## src/rtl/jtag_l2_burst_ctrl_if.sv

```systemverilog
// Signal bundle for jtag_l2_burst_ctrl: command, write-beat stream, read-beat stream,
// L2 memory port and status. The slave modport is the controller side.
interface jtag_l2_burst_ctrl_if #(
    parameter int unsigned ADDR_WIDTH = 32,
    parameter int unsigned DATA_WIDTH = 32,
    parameter int unsigned LEN_WIDTH  = 8
) ();
    localparam int unsigned BYTES = DATA_WIDTH / 8;

    logic                  cmd_valid_i;
    logic                  cmd_ready_o;
    logic                  cmd_we_i;
    logic [ADDR_WIDTH-1:0] cmd_addr_i;
    logic [LEN_WIDTH-1:0]  cmd_len_i;
    logic                  wdata_valid_i;
    logic                  wdata_ready_o;
    logic [DATA_WIDTH-1:0] wdata_i;
    logic                  rdata_valid_o;
    logic                  rdata_ready_i;
    logic [DATA_WIDTH-1:0] rdata_o;
    logic                  mem_req_o;
    logic                  mem_we_o;
    logic [ADDR_WIDTH-1:0] mem_addr_o;
    logic [DATA_WIDTH-1:0] mem_wdata_o;
    logic [BYTES-1:0]      mem_be_o;
    logic                  mem_gnt_i;
    logic                  mem_rvalid_i;
    logic                  mem_err_i;
    logic [DATA_WIDTH-1:0] mem_rdata_i;
    logic                  busy_o;
    logic                  done_o;
    logic                  err_o;

    modport slave (
        input  cmd_valid_i, cmd_we_i, cmd_addr_i, cmd_len_i,
        input  wdata_valid_i, wdata_i, rdata_ready_i,
        input  mem_gnt_i, mem_rvalid_i, mem_err_i, mem_rdata_i,
        output cmd_ready_o, wdata_ready_o, rdata_valid_o, rdata_o,
        output mem_req_o, mem_we_o, mem_addr_o, mem_wdata_o, mem_be_o,
        output busy_o, done_o, err_o
    );

    modport master (
        output cmd_valid_i, cmd_we_i, cmd_addr_i, cmd_len_i,
        output wdata_valid_i, wdata_i, rdata_ready_i,
        output mem_gnt_i, mem_rvalid_i, mem_err_i, mem_rdata_i,
        input  cmd_ready_o, wdata_ready_o, rdata_valid_o, rdata_o,
        input  mem_req_o, mem_we_o, mem_addr_o, mem_wdata_o, mem_be_o,
        input  busy_o, done_o, err_o
    );
endinterface

```

## src/rtl/jtag_l2_burst_ctrl.sv

```systemverilog
// Multi-beat burst engine from the JTAG debug data path to the L2 req/gnt/rvalid port,
// one outstanding beat at a time, with a buffered read-response FIFO.
module jtag_l2_burst_ctrl #(
    parameter int unsigned ADDR_WIDTH = 32,
    parameter int unsigned DATA_WIDTH = 32,
    parameter int unsigned LEN_WIDTH  = 8,
    parameter int unsigned RSP_DEPTH  = 4
) (
    input  logic                 clk_i,
    input  logic                 rst_n,
    jtag_l2_burst_ctrl_if.slave  bus
);
    localparam int unsigned BYTES = DATA_WIDTH / 8;
    localparam int unsigned PW    = $clog2(RSP_DEPTH);
    localparam logic [ADDR_WIDTH-1:0] ALIGN_MASK = ~ADDR_WIDTH'(BYTES - 1);
    localparam logic [ADDR_WIDTH-1:0] ADDR_STEP  = ADDR_WIDTH'(BYTES);

    localparam logic [1:0] IDLE     = 2'd0;
    localparam logic [1:0] REQ      = 2'd1;
    localparam logic [1:0] WAIT_RSP = 2'd2;

    logic [1:0]            state_q, state_d;
    logic                  we_q, we_d;
    logic [ADDR_WIDTH-1:0] addr_q, addr_d;
    logic [LEN_WIDTH-1:0]  len_q, len_d;
    logic [LEN_WIDTH-1:0]  cnt_q, cnt_d;
    logic                  done_q, done_d;
    logic                  err_q, err_d;

    logic [DATA_WIDTH-1:0] fifo_q [RSP_DEPTH];
    logic [PW:0]           wptr_q, rptr_q;
    logic                  fifo_empty, fifo_full;
    logic                  push, pop, req, accept, rsp;

    // Extra pointer MSB tells full from empty when the index bits match.
    assign fifo_empty = wptr_q == rptr_q;
    assign fifo_full  = (wptr_q[PW] != rptr_q[PW]) && (wptr_q[PW-1:0] == rptr_q[PW-1:0]);

    assign accept = (state_q == IDLE) && bus.cmd_valid_i;
    assign req    = (state_q == REQ) && (we_q ? bus.wdata_valid_i : !fifo_full);
    assign rsp    = (state_q == WAIT_RSP) && bus.mem_rvalid_i;
    assign push   = rsp && !we_q;
    assign pop    = !fifo_empty && bus.rdata_ready_i;

    assign bus.cmd_ready_o   = state_q == IDLE;
    assign bus.mem_req_o     = req;
    assign bus.mem_we_o      = we_q;
    assign bus.mem_addr_o    = addr_q;
    assign bus.mem_wdata_o   = bus.wdata_i;
    assign bus.mem_be_o      = '1;
    assign bus.wdata_ready_o = (state_q == REQ) && we_q && bus.mem_gnt_i;
    assign bus.rdata_valid_o = !fifo_empty;
    assign bus.rdata_o       = fifo_q[rptr_q[PW-1:0]];
    assign bus.busy_o        = state_q != IDLE;
    assign bus.done_o        = done_q;
    assign bus.err_o         = err_q;

    always_comb begin
        state_d = state_q;
        we_d    = we_q;
        addr_d  = addr_q;
        len_d   = len_q;
        cnt_d   = cnt_q;
        done_d  = 1'b0;
        err_d   = err_q;
        case (state_q)
            IDLE: begin
                if (accept) begin
                    we_d    = bus.cmd_we_i;
                    addr_d  = bus.cmd_addr_i & ALIGN_MASK;
                    len_d   = bus.cmd_len_i;
                    cnt_d   = '0;
                    err_d   = 1'b0;
                    state_d = REQ;
                end
            end
            REQ: begin
                if (req && bus.mem_gnt_i) state_d = WAIT_RSP;
            end
            WAIT_RSP: begin
                // Errors are recorded but never cut the burst short.
                if (rsp) begin
                    if (bus.mem_err_i) err_d = 1'b1;
                    if (cnt_q == len_q) begin
                        done_d  = 1'b1;
                        state_d = IDLE;
                    end else begin
                        cnt_d   = cnt_q + LEN_WIDTH'(1);
                        addr_d  = addr_q + ADDR_STEP;
                        state_d = REQ;
                    end
                end
            end
            default: state_d = IDLE;
        endcase
    end

    always_ff @(posedge clk_i or negedge rst_n) begin
        if (!rst_n) begin
            state_q <= IDLE;
            we_q    <= 1'b0;
            addr_q  <= '0;
            len_q   <= '0;
            cnt_q   <= '0;
            done_q  <= 1'b0;
            err_q   <= 1'b0;
            wptr_q  <= '0;
            rptr_q  <= '0;
        end else begin
            state_q <= state_d;
            we_q    <= we_d;
            addr_q  <= addr_d;
            len_q   <= len_d;
            cnt_q   <= cnt_d;
            done_q  <= done_d;
            err_q   <= err_d;
            if (push) wptr_q <= wptr_q + (PW + 1)'(1);
            if (pop)  rptr_q <= rptr_q + (PW + 1)'(1);
        end
    end

    always_ff @(posedge clk_i) begin
        if (push) fifo_q[wptr_q[PW-1:0]] <= bus.mem_rdata_i;
    end
endmodule

```

## src/flat_wrapper.sv

```systemverilog
// flat-port wrapper written by rule: the top's interface ports become plain ports
module jtag_l2_burst_ctrl_flat 
#(
    parameter int unsigned ADDR_WIDTH = 32,
    parameter int unsigned DATA_WIDTH = 32,
    parameter int unsigned LEN_WIDTH  = 8,
    parameter int unsigned RSP_DEPTH  = 4
)
  (clk_i, rst_n, bus_cmd_valid_i, bus_cmd_we_i, bus_cmd_addr_i, bus_cmd_len_i, bus_wdata_valid_i, bus_wdata_i, bus_rdata_ready_i, bus_mem_gnt_i, bus_mem_rvalid_i, bus_mem_err_i, bus_mem_rdata_i, bus_cmd_ready_o, bus_wdata_ready_o, bus_rdata_valid_o, bus_rdata_o, bus_mem_req_o, bus_mem_we_o, bus_mem_addr_o, bus_mem_wdata_o, bus_mem_be_o, bus_busy_o, bus_done_o, bus_err_o);
  jtag_l2_burst_ctrl_if #(.ADDR_WIDTH(ADDR_WIDTH), .DATA_WIDTH(DATA_WIDTH), .LEN_WIDTH(LEN_WIDTH)) bus_i ();
  input  logic clk_i;
  input  logic rst_n;
  input wire logic [$bits(bus_i.cmd_valid_i)-1:0] bus_cmd_valid_i;
  input wire logic [$bits(bus_i.cmd_we_i)-1:0] bus_cmd_we_i;
  input wire logic [$bits(bus_i.cmd_addr_i)-1:0] bus_cmd_addr_i;
  input wire logic [$bits(bus_i.cmd_len_i)-1:0] bus_cmd_len_i;
  input wire logic [$bits(bus_i.wdata_valid_i)-1:0] bus_wdata_valid_i;
  input wire logic [$bits(bus_i.wdata_i)-1:0] bus_wdata_i;
  input wire logic [$bits(bus_i.rdata_ready_i)-1:0] bus_rdata_ready_i;
  input wire logic [$bits(bus_i.mem_gnt_i)-1:0] bus_mem_gnt_i;
  input wire logic [$bits(bus_i.mem_rvalid_i)-1:0] bus_mem_rvalid_i;
  input wire logic [$bits(bus_i.mem_err_i)-1:0] bus_mem_err_i;
  input wire logic [$bits(bus_i.mem_rdata_i)-1:0] bus_mem_rdata_i;
  output wire logic [$bits(bus_i.cmd_ready_o)-1:0] bus_cmd_ready_o;
  output wire logic [$bits(bus_i.wdata_ready_o)-1:0] bus_wdata_ready_o;
  output wire logic [$bits(bus_i.rdata_valid_o)-1:0] bus_rdata_valid_o;
  output wire logic [$bits(bus_i.rdata_o)-1:0] bus_rdata_o;
  output wire logic [$bits(bus_i.mem_req_o)-1:0] bus_mem_req_o;
  output wire logic [$bits(bus_i.mem_we_o)-1:0] bus_mem_we_o;
  output wire logic [$bits(bus_i.mem_addr_o)-1:0] bus_mem_addr_o;
  output wire logic [$bits(bus_i.mem_wdata_o)-1:0] bus_mem_wdata_o;
  output wire logic [$bits(bus_i.mem_be_o)-1:0] bus_mem_be_o;
  output wire logic [$bits(bus_i.busy_o)-1:0] bus_busy_o;
  output wire logic [$bits(bus_i.done_o)-1:0] bus_done_o;
  output wire logic [$bits(bus_i.err_o)-1:0] bus_err_o;
  assign bus_i.cmd_valid_i = bus_cmd_valid_i;
  assign bus_i.cmd_we_i = bus_cmd_we_i;
  assign bus_i.cmd_addr_i = bus_cmd_addr_i;
  assign bus_i.cmd_len_i = bus_cmd_len_i;
  assign bus_i.wdata_valid_i = bus_wdata_valid_i;
  assign bus_i.wdata_i = bus_wdata_i;
  assign bus_i.rdata_ready_i = bus_rdata_ready_i;
  assign bus_i.mem_gnt_i = bus_mem_gnt_i;
  assign bus_i.mem_rvalid_i = bus_mem_rvalid_i;
  assign bus_i.mem_err_i = bus_mem_err_i;
  assign bus_i.mem_rdata_i = bus_mem_rdata_i;
  assign bus_cmd_ready_o = bus_i.cmd_ready_o;
  assign bus_wdata_ready_o = bus_i.wdata_ready_o;
  assign bus_rdata_valid_o = bus_i.rdata_valid_o;
  assign bus_rdata_o = bus_i.rdata_o;
  assign bus_mem_req_o = bus_i.mem_req_o;
  assign bus_mem_we_o = bus_i.mem_we_o;
  assign bus_mem_addr_o = bus_i.mem_addr_o;
  assign bus_mem_wdata_o = bus_i.mem_wdata_o;
  assign bus_mem_be_o = bus_i.mem_be_o;
  assign bus_busy_o = bus_i.busy_o;
  assign bus_done_o = bus_i.done_o;
  assign bus_err_o = bus_i.err_o;
  jtag_l2_burst_ctrl #(.ADDR_WIDTH(ADDR_WIDTH), .DATA_WIDTH(DATA_WIDTH), .LEN_WIDTH(LEN_WIDTH), .RSP_DEPTH(RSP_DEPTH)) u_core (.clk_i(clk_i), .rst_n(rst_n), .bus(bus_i));
endmodule
```

## config.mk

```make
export PLATFORM = sky130hd
export DESIGN_NAME = jtag_l2_burst_ctrl_flat
export DESIGN_NICKNAME = d
export VERILOG_FILES = /design/src/rtl/jtag_l2_burst_ctrl_if.sv /design/src/rtl/jtag_l2_burst_ctrl.sv /design/src/flat_wrapper.sv
export SDC_FILE = /design/constraint.sdc
export NUM_CORES = 1
export LEC_CHECK = 0
export CAP_MARGIN = 20
export CORE_UTILIZATION = 49
export DETAILED_ROUTE_END_ITERATION = 10
export HOLD_SLACK_MARGIN = 0.1
export PLACE_DENSITY = 0.9
export SETUP_SLACK_MARGIN = 0.5
export SLEW_MARGIN = 20
export SYNTH_ARGS = -nofsm -noshare
export SYNTH_HDL_FRONTEND = slang
export SYNTH_SLANG_ARGS = --single-unit
```

## constraint.sdc

```tcl
create_clock -name clk_i -period 2.63 [get_ports clk_i]
set_input_delay 0.526 -clock clk_i [delete_from_list [all_inputs] [get_ports clk_i]]
set_output_delay 0.526 -clock clk_i [all_outputs]
set_load 0.1 [all_outputs]
```

Word level (Yosys, flattened, before mapping):

Memory sizes are Yosys's and may differ from the RTL's.
Index checks and enable logic that the tools add are counted.
W data, S select, Z words.

* $add $sub $neg: 4
* equal/unequal tests: 11
* mux-type cells: 23
* reduce and logical (&&, ||, !) cells: 19

Operators by type and width (number)
* $mux W32: 3
* $pmux W32 S2: 1
* $add A32 B3 Y32 const B: 1
* $mux W8: 3
* $pmux W8 S2: 1
* $mux W1: 10
* $logic_and A1 B1 Y1: 9
* $add A8 B1 Y8 const B: 1
* $eq A8 B8 Y1: 1
* $reduce_and A4 Y1: 2
* $add A3 B1 Y3 const B: 2
* $mux W2: 3
* $ne A2 B2 Y1 const B: 3
* $pmux W2 S3: 1
* $ne A2 B1 Y1 const B: 2
* $reduce_bool A2 Y1: 2
* $eq A3 B3 Y1: 1
* $logic_not A1 Y1: 3
* $reduce_and A3 Y1: 1
* $eq A2 B1 Y1 const B: 1
* $eq A2 B2 Y1: 1
* $eq A2 B2 Y1 const B: 1
* $logic_not A2 Y1: 1
* $pmux W1 S2: 1
* other kinds (2): 2

* bits in registers: 59
* RAM bits: 128
* output and inout bits: 108
* memories kept: 1

Memories
* u_core.fifo_q: words 4, width 32, read ports 1, clocked after Yosys merged registers in 0, wr ports 1, RTL line jtag_l2_burst_ctrl.sv:30 `logic [DATA_WIDTH-1:0] fifo_q [RSP_DEPTH];`

Logic depth before layout (Yosys ltp):

Gate-level depths: netlist (run 1).

* depth after elaboration: 8
* depth in mapped cells: 9
* mapped depth without buffers: 6

Worst setup path after synthesis (run 1):

Ideal clock, no wire load.

* path type: flip-flop to output port
* from: register u_core.we_q (netlist: u_core.bus.mem_we_o)
* to: output bus_mem_req_o
* arrival: 3.487 ns
* data required time: 2.104 ns
* setup slack: -1.383 ns
* stages on the path, launching flop included: 3
* buffers on the path: 0
* cell sequence: dfrtp_1 > o41ai_1 > nor3b_1

* cells in the longest elaborated chain, start to end: 2

Ends and longest elaborated chain
* start: declaration: RTL line jtag_l2_burst_ctrl.sv:23 `logic we_q, we_d;`
* start signal: assignment: RTL line jtag_l2_burst_ctrl.sv:111 `we_q <= we_d;`
* $mux W1: RTL line jtag_l2_burst_ctrl.sv:40 `assign req = (state_q == REQ) && (we_q ? bus.wdata_valid_i : !fifo_full);`
* $logic_and A1 B1 Y1: RTL line jtag_l2_burst_ctrl.sv:40
* end: declaration: RTL line flat_wrapper.sv:28 `output wire logic [$bits(bus_i.mem_req_o)-1:0] bus_mem_req_o;`

Every way passes these cells.

Worst setup path in the final report (run 1):

* from: register u_core.rptr_q[0]
* to: output bus_rdata_o[18]

* cells in the longest elaborated chain, start to end: 1

Ends and longest elaborated chain
* start: declaration: RTL line jtag_l2_burst_ctrl.sv:31 `logic [PW:0] wptr_q, rptr_q;`
* start signal: assignment: RTL line jtag_l2_burst_ctrl.sv:118 `if (pop) rptr_q <= rptr_q + (PW + 1)'(1);`
* $mem_v2 Z4 W32
* end: declaration: RTL line flat_wrapper.sv:27 `output wire logic [$bits(bus_i.rdata_o)-1:0] bus_rdata_o;`

Every way passes these cells.

==> flow_summary.ini, run 1 <==
[die]
die_outline_area_mm2 = 0.0173
initial_utilization_pct = 49.9
die_span_in_y_um = 132
pin_count = 221
num_rows = 47
die_w_um = 132
coreArea_mm2 = 0.0165

[detailed_routing]
detailroute.wirelength.met3_um = 1660
met2WireLength_um = 10100
drt_pre_antenna_iters = 5
vias_per_cell = 5.95
vias = 5585
highest_layer_used_for_signal_routing = met5
drt_drc_violations_left = 0
routed_wire_length_per_instance_um = 21.2
wl_um = 19900
drt_iter0_drc = 418
wirelength_met1_um = 7790
drtAntennaViolNets = 0

[hold_path]
hold_class = input port to asynchronous set/reset pin

[yosys]
yosys_warn_count = 0
dominant_cell_type_by_area_after_synthesis = sky130_fd_sc_hd__edfxtp_1
yosys.cell_types.count = 60
seq_area_frac_synth_pct = 64.0
share_of_the_synthesized_area_in_compound_gates_ao_oa_aoi_oai_pct = 9.37
synth.area.top_cells = sky130_fd_sc_hd__edfxtp_1 (47%), sky130_fd_sc_hd__dfrtp_1 (17%), sky130_fd_sc_hd__mux4_2 (8.7%), sky130_fd_sc_hd__buf_4 (3.8%), sky130_fd_sc_hd__nand2_1 (2.4%)
synth_async_sr_flop_share_pct = 30.8
synthMuxAreaShare_pct = 9.01
synthMostInstantiatedCell = sky130_fd_sc_hd__edfxtp_1
largest_family_of_logic_cells_by_synthesized_area = compound AO/OA/AOI/OAI gates
synth_xor_area_share_pct = 1.59
synth_flop_cell = sky130_fd_sc_hd__edfxtp_1
post_synth_and_or_nand_nor_area_fraction_pct = 9.10
netlist_top_cells_count = sky130_fd_sc_hd__edfxtp_1 (128), sky130_fd_sc_hd__dfrtp_1 (57), sky130_fd_sc_hd__nand2_1 (53)
post_synth_edffs = 128
synth-seq-cells = 185
yosys.area.top_type_share_pct = 46.7
postSynthAreaPerCell_um2 = 14.4
synth.cell_area_mm2 = 0.00824
netlist_instances = 574
yosys.area_share.adder_pct = 1.06

[clocking]
clk_pin_slew_worst_paths_ns = 0.07
cts_inserted_buffers = 17
clock_sink_count = 185
clock_latency_ns = 0.42
cts_hold_buf = 0
cts_max_level = 4
cts_max_path_buffers = 2
clockRootBuffer = sky130_fd_sc_hd__clkbuf_16
tritoncts = done

[critical_path]
r2r_setup_slack_ns = 0.60
worst-setup-path-type = flop to output pin
worst-path-max-fanout = 8
timing.critical_path.required_ns = 2.10
worst_setup_path_start_kind = flop
endpoint_kind = output pin
worst-endpoint-arrival_ns = 1.92

[cells_and_area]
n_fill_cell = 1084
synthToLayoutAreaGrowth_pct = 32.7
finalNetCount = 826
drive_above_1_share_pct = 30.8
antennaDiodeCount = 0

[sta]
slew_hr_pct = 42.2
final.period_utilization_pct = 92.8
setup-violations-final = 0
hold_viol_final = 0
rsz_0062_raised_after_global_routing = yes
drv_slew = 0
min_period_ns = 2.44
fin_setup_tns_ns = 0
fin_worst_skew_ns = 0.0123
worst-slew-pin-transition_ns = 0.867
max_freq_mhz = 410

[grt]
number_of_global_route_vias_before_repair = 5650
first_pass_grt_wire_length_um = 30800
grt_max_degree = 42
grt_use_total_pct = 23.4
global_route_total_overflow = 0
grt_antenna_before_repair = 1

[placed_design]
port_buffers = 148
estimated_wirelength_of_the_detail_placed_design_um = 13200
gpl.final_weighted_congestion = 0.883

[status]
status = finished clean

[run]
cap_violations = 0
flip-flops by register name, summed over array words and instances (netlist names):
register	count
u_core.bus.mem_addr_o	30
u_core.len_q	8
u_core.cnt_q	8
u_core.bus.mem_we_o	1
u_core.state_q	2
u_core.bus.done_o	1
u_core.rptr_q	3
u_core.wptr_q	3
u_core.bus.err_o	1
u_core.fifo_q	128
through the flow:
| stage | setup slack [ns] | std cells | cell area (µm²) | util [%] | hold WS (ns) |
|---|---|---|---|---|---|
| 3_5_place_dp | 0.312 | 895 | 10100 | 61.3 | 0.483 |
| 6_report | 0.189 | 938 | 10900 | 66.1 | 0.123 |
| 4_1_cts | 0.146 | 933 | 10800 | 65.4 | 0.129 |
| 5_1_grt | 0.140 | 938 | 10900 | 66.1 | 0.151 |
| 3_3_place_gp | 0.320 | 895 | 10100 | 61.3 | 0.476 |
| 2_1_floorplan | 0.333 | 578 | 8340 | - | 0.230 |
metal layers:
| metal | GRT usage [%] | vias up |
|---|---|---|
| met1 | 30.5 | 2752 |
| li1 | - | 2440 |
| met4 | 7.43 | 2 |
| met2 | 39.2 | 348 |
| met5 | 0 | - |
| met3 | 5.09 | 43 |
cell families after synthesis:
| logic type | after synthesis |
|---|---|
| other | 2 |
| buffers and inverters | 80 |
| AO/OA/AOI/OAI | 108 |
| adder cells (fa/ha/maj) | 7 |
| multiplexers | 34 |
| XOR/XNOR | 15 |
| AND/OR/NAND/NOR | 143 |
| flip-flops | 185 |
layout by cell type (no fill, tap or decap), types with 4 or more instances in the layout:
master and instances:
sky130_fd_sc_hd__edfxtp_1 128, sky130_fd_sc_hd__clkdlybuf4s50_1 77, sky130_fd_sc_hd__buf_4 52, sky130_fd_sc_hd__nand2_1 51, sky130_fd_sc_hd__buf_12 41, sky130_fd_sc_hd__mux4_2 32, sky130_fd_sc_hd__dfrtp_1 29, sky130_fd_sc_hd__nor2_1 22
sky130_fd_sc_hd__a21oi_1 21, sky130_fd_sc_hd__dfrtp_2 20, sky130_fd_sc_hd__clkbuf_16 18, sky130_fd_sc_hd__nand3_1 16, sky130_fd_sc_hd__a31oi_1 12, sky130_fd_sc_hd__inv_1 10, sky130_fd_sc_hd__xor2_1 9, sky130_fd_sc_hd__o21ai_0 9
sky130_fd_sc_hd__nand4_1 9, sky130_fd_sc_hd__nor3_1 9, sky130_fd_sc_hd__dfrtp_4 8, sky130_fd_sc_hd__o22a_1 7, sky130_fd_sc_hd__o22ai_1 7, sky130_fd_sc_hd__a22oi_1 6, sky130_fd_sc_hd__a41oi_1 6, sky130_fd_sc_hd__o32ai_1 6
sky130_fd_sc_hd__ha_1 6, sky130_fd_sc_hd__conb_1 6, sky130_fd_sc_hd__a2bb2oi_1 5, sky130_fd_sc_hd__inv_6 5, sky130_fd_sc_hd__buf_6 5, sky130_fd_sc_hd__and2_2 4, sky130_fd_sc_hd__o31ai_1 4, sky130_fd_sc_hd__nor4_4 4
sky130_fd_sc_hd__and3_1 4, sky130_fd_sc_hd__o21a_1 4
critical path, stage by stage, from the launching register on:
cell                      delay, ns
sky130_fd_sc_hd__dfrtp_2       0.42
sky130_fd_sc_hd__buf_6         0.14
sky130_fd_sc_hd__buf_12        0.14
sky130_fd_sc_hd__mux4_2        0.58
sky130_fd_sc_hd__buf_12        0.20
path summary, 6_finish.rpt:
check | from | end | cells past startpoint
hold reg to reg | u_core.len_q[0] | u_core.len_q[0] | 2
min in group clk_i | u_core.len_q[0] | u_core.len_q[0] | 2
max in group asynchronous | rst_n | u_core.bus.mem_addr_o[10] | 2
setup reg to reg | u_core.state_q[0] | u_core.fifo_q[0][9] | 5
setup / recovery | u_core.rptr_q[0] | bus_rdata_o[18] | 4
hold / removal | rst_n | u_core.state_q[0] | 1
repair_timing:
action                                  CTS  global route
gates resized for setup                  11            12
setup buffers                             5             4
gates cloned                              2             1
endpoints found under the setup margin   54            67
pin swaps                                 2             5
layout make-up:
| cell class | instances | area [µm²] | area share (%) |
|---|---|---|---|
| clock buffer | 17 | 425 | 3.89 |
| multi-input combinational | 313 | 2610 | 23.9 |
| sequential | 185 | 5330 | 48.7 |
| clock inverter | 14 | 130 | 1.19 |
| inverter | 10 | 37.5 | 0.343 |
| timing repair buffer | 179 | 2120 | 19.4 |
| tap | 220 | 275 | 2.52 |
Power of run 1 is left out: the tool's default activity adds up to more than one toggle a clock period on the data nets, which glitch-free logic cannot reach.
==> run 2, diff against run 1 <==
--- a/config.mk
+++ b/config.mk
@@ -7,6 +7,7 @@
 export LEC_CHECK = 0
 export CAP_MARGIN = 20
 export CORE_UTILIZATION = 49
+export CTS_CLUSTER_DIAMETER = 100
 export DETAILED_ROUTE_END_ITERATION = 10
 export HOLD_SLACK_MARGIN = 0.1
 export PLACE_DENSITY = 0.9
==> results of run 2 <==
Same layout as run 1: the final DEF is identical, and so are final timing and power.
Power of run 2 is left out for the same reason.
==> run 3, diff against run 2 <==
--- a/config.mk
+++ b/config.mk
@@ -6,8 +6,10 @@
 export NUM_CORES = 1
 export LEC_CHECK = 0
 export CAP_MARGIN = 20
+export CORE_MARGIN = 4
 export CORE_UTILIZATION = 49
 export CTS_CLUSTER_DIAMETER = 100
+export CTS_CLUSTER_SIZE = 10
 export DETAILED_ROUTE_END_ITERATION = 10
 export HOLD_SLACK_MARGIN = 0.1
 export PLACE_DENSITY = 0.9
==> flow_summary.ini, run 3 (synthesis gave the netlist of run 1 again) <==
[status]
status = finished clean

[grt]
global_route_total_overflow = 0
grt_use_total_pct = 22.8
first_pass_grt_wire_length_um = 32600
grt_antenna_before_repair = 1
grt_max_degree = 42
number_of_global_route_vias_before_repair = 5739

[cells_and_area]
final-instance-count-excl-fill = 948
antennaDiodeCount = 0
final_cell_area_mm2 = 0.0110
finalNetCount = 835
n_fill_cell = 1110
drive_above_1_share_pct = 31.6
layout.cells.most_common_list = sky130_fd_sc_hd__edfxtp_1 (128), sky130_fd_sc_hd__clkdlybuf4s50_1 (77), sky130_fd_sc_hd__buf_4 (64)
area_of_the_multi_input_gates_mm2 = 0.00261
synthToLayoutAreaGrowth_pct = 34.1
max_reg_flops = 128
regArea_mm2 = 0.00532
final_common_cell = sky130_fd_sc_hd__edfxtp_1

[critical_path]
worst-endpoint-arrival_ns = 1.92
worst-path-max-fanout = 3
worst_setup_path_start_kind = flop
rr_worst_depth = 7
timing.critical_path.required_ns = 2.10
worst-setup-path-type = flop to output pin
endpoint_kind = output pin
r2r_setup_slack_ns = 0.57
r2r_start = u_core.bus.mem_addr_o[2]
r2r-end = u_core.bus.mem_addr_o[14]

[die]
pin_count = 221
coreArea_mm2 = 0.0165
die_w_um = 138
die_outline_area_mm2 = 0.0190
initial_utilization_pct = 49.9
die_span_in_y_um = 138
num_rows = 47

[sta]
setup-violations-final = 0
hold_viol_final = 0
slew_hr_pct = 45.0
post_layout_worst_setup_margin_ns = 0.179
max_freq_mhz = 408
min_period_ns = 2.45
rsz_0062_raised_after_global_routing = yes
drv_slew = 0
fin_worst_skew_ns = 0.00964
final.period_utilization_pct = 93.2
worst-slew-pin-transition_ns = 0.825
fin_setup_tns_ns = 0

[power_and_ir_drop]
p_per_area_mw_per_mm2 = 1440
vdd.ir_drop.worst_v = 0.00204
p_leak_nw = 4.11

[detailed_routing]
wl_um = 21200
vias = 5750
routed_wire_length_per_instance_um = 22.4
drtAntennaViolNets = 0
vias_per_cell = 6.07
drt_iter0_drc = 548
drt_pre_antenna_iters = 5
drt_drc_violations_left = 0

[placed_design]
placement.cell_area_mm2 = 0.0101
gpl.final_weighted_congestion = 0.944
dp_cells = 897
port_buffers = 148
estimated_wirelength_of_the_detail_placed_design_um = 13700
place_worst_setup_slack_ns = 0.193

[clocking]
clock_sink_count = 185
cts_inserted_buffers = 17
tritoncts = done
cts_max_level = 4
clockRootBuffer = sky130_fd_sc_hd__clkbuf_16
cts_max_path_buffers = 2
clock_latency_ns = 0.43
clk_pin_slew_worst_paths_ns = 0.07
cts_hold_buf = 0

[hold_path]
hold_class = input port to asynchronous set/reset pin

[run]
cap_violations = 0
## run 3: changes by cell type in the layout (fill, tap and decap cells not counted), moves of 2 or more
| cell | before | now |
|---|---|---|
| sky130_fd_sc_hd__buf_16 | 2 | 4 |
| sky130_fd_sc_hd__buf_4 | 52 | 64 |
| sky130_fd_sc_hd__buf_6 | 5 | 1 |
| sky130_fd_sc_hd__clkinv_2 | 2 | 0 |
| sky130_fd_sc_hd__clkinv_4 | 3 | 0 |
| sky130_fd_sc_hd__inv_6 | 5 | 3 |
| sky130_fd_sc_hd__inv_8 | 3 | 8 |
| sky130_fd_sc_hd__nor2_1 | 22 | 20 |
| sky130_fd_sc_hd__nor2_2 | 0 | 2 |
| sky130_fd_sc_hd__xor2_2 | 2 | 0 |
## run 3: layer usage
| layer | vias up | share of wire (%) | track usage [%] |
|---|---|---|---|
| met2 | 406 | 51 | 38.5 |
| li1 | 2466 | - | - |
| met3 | 38 | 11 | 5.95 |
| met1 | 2838 | 37 | 29.7 |
| met5 | - | 0.033 | 0 |
| met4 | 2 | 1.4 | 5.60 |
## run 3: layout make-up
type | count | area share, %
sequential | 185 | 48.2
inverter | 10 | 0.340
tap | 220 | 2.49
clock buffer | 17 | 3.85
clock inverter | 15 | 1.69
multi-input combinational | 313 | 23.6
timing repair buffer | 188 | 19.9
## run 3: what timing repair did
action,CTS,global route
setup endpoints to repair,62,171
setup buffers,7,8
pin swaps,1,5
resized for setup,14,8
gates cloned,4,0
## run 3: worst max path at each step
stage / startpoint / to / cells past startpoint
final: u_core.rptr_q[0] / bus_mem_req_o / 5
after global routing: u_core.rptr_q[0] / bus_mem_req_o / 5
after CTS: u_core.rptr_q[0] / bus_mem_req_o / 5
after detailed placement: u_core.len_q[5] / u_core.bus.mem_addr_o[2] / 5
after global placement: bus_mem_rvalid_i / u_core.bus.mem_addr_o[2] / 5
after floorplan: u_core.rptr_q[1] / bus_mem_req_o / 4
## run 3: stage by stage
stage                     hold slack, ns  util [%]  total power, mW
after detailed placement           0.485      61.2             12.7
after CTS                          0.194      66.3             15.8
after floorplan                    0.230         -             10.5
after global placement             0.479      61.2             12.6
final                              0.179      66.9             15.9
after global routing               0.230      66.9             16.5
## run 3: critical path: stages, from the launching register on
cell,delay [ns]
sky130_fd_sc_hd__dfrtp_2,0.44
sky130_fd_sc_hd__buf_8,0.15
sky130_fd_sc_hd__xor2_4,0.19
sky130_fd_sc_hd__o41ai_4,0.44
sky130_fd_sc_hd__nor3b_4,0.10
sky130_fd_sc_hd__buf_12,0.18
## run 3: power by group
| group | leakage [nW] | internal, mW | switching, mW |
|---|---|---|---|
| Combinational | 2.00 | 3.02 | 6.03 |
| Clock | 0.300 | 1.38 | 1.22 |
| Sequential | 1.81 | 3.63 | 0.611 |
| Total | 4.11 | 8.03 | 7.86 |
Note: power is estimated with default switching activity, not from simulation.
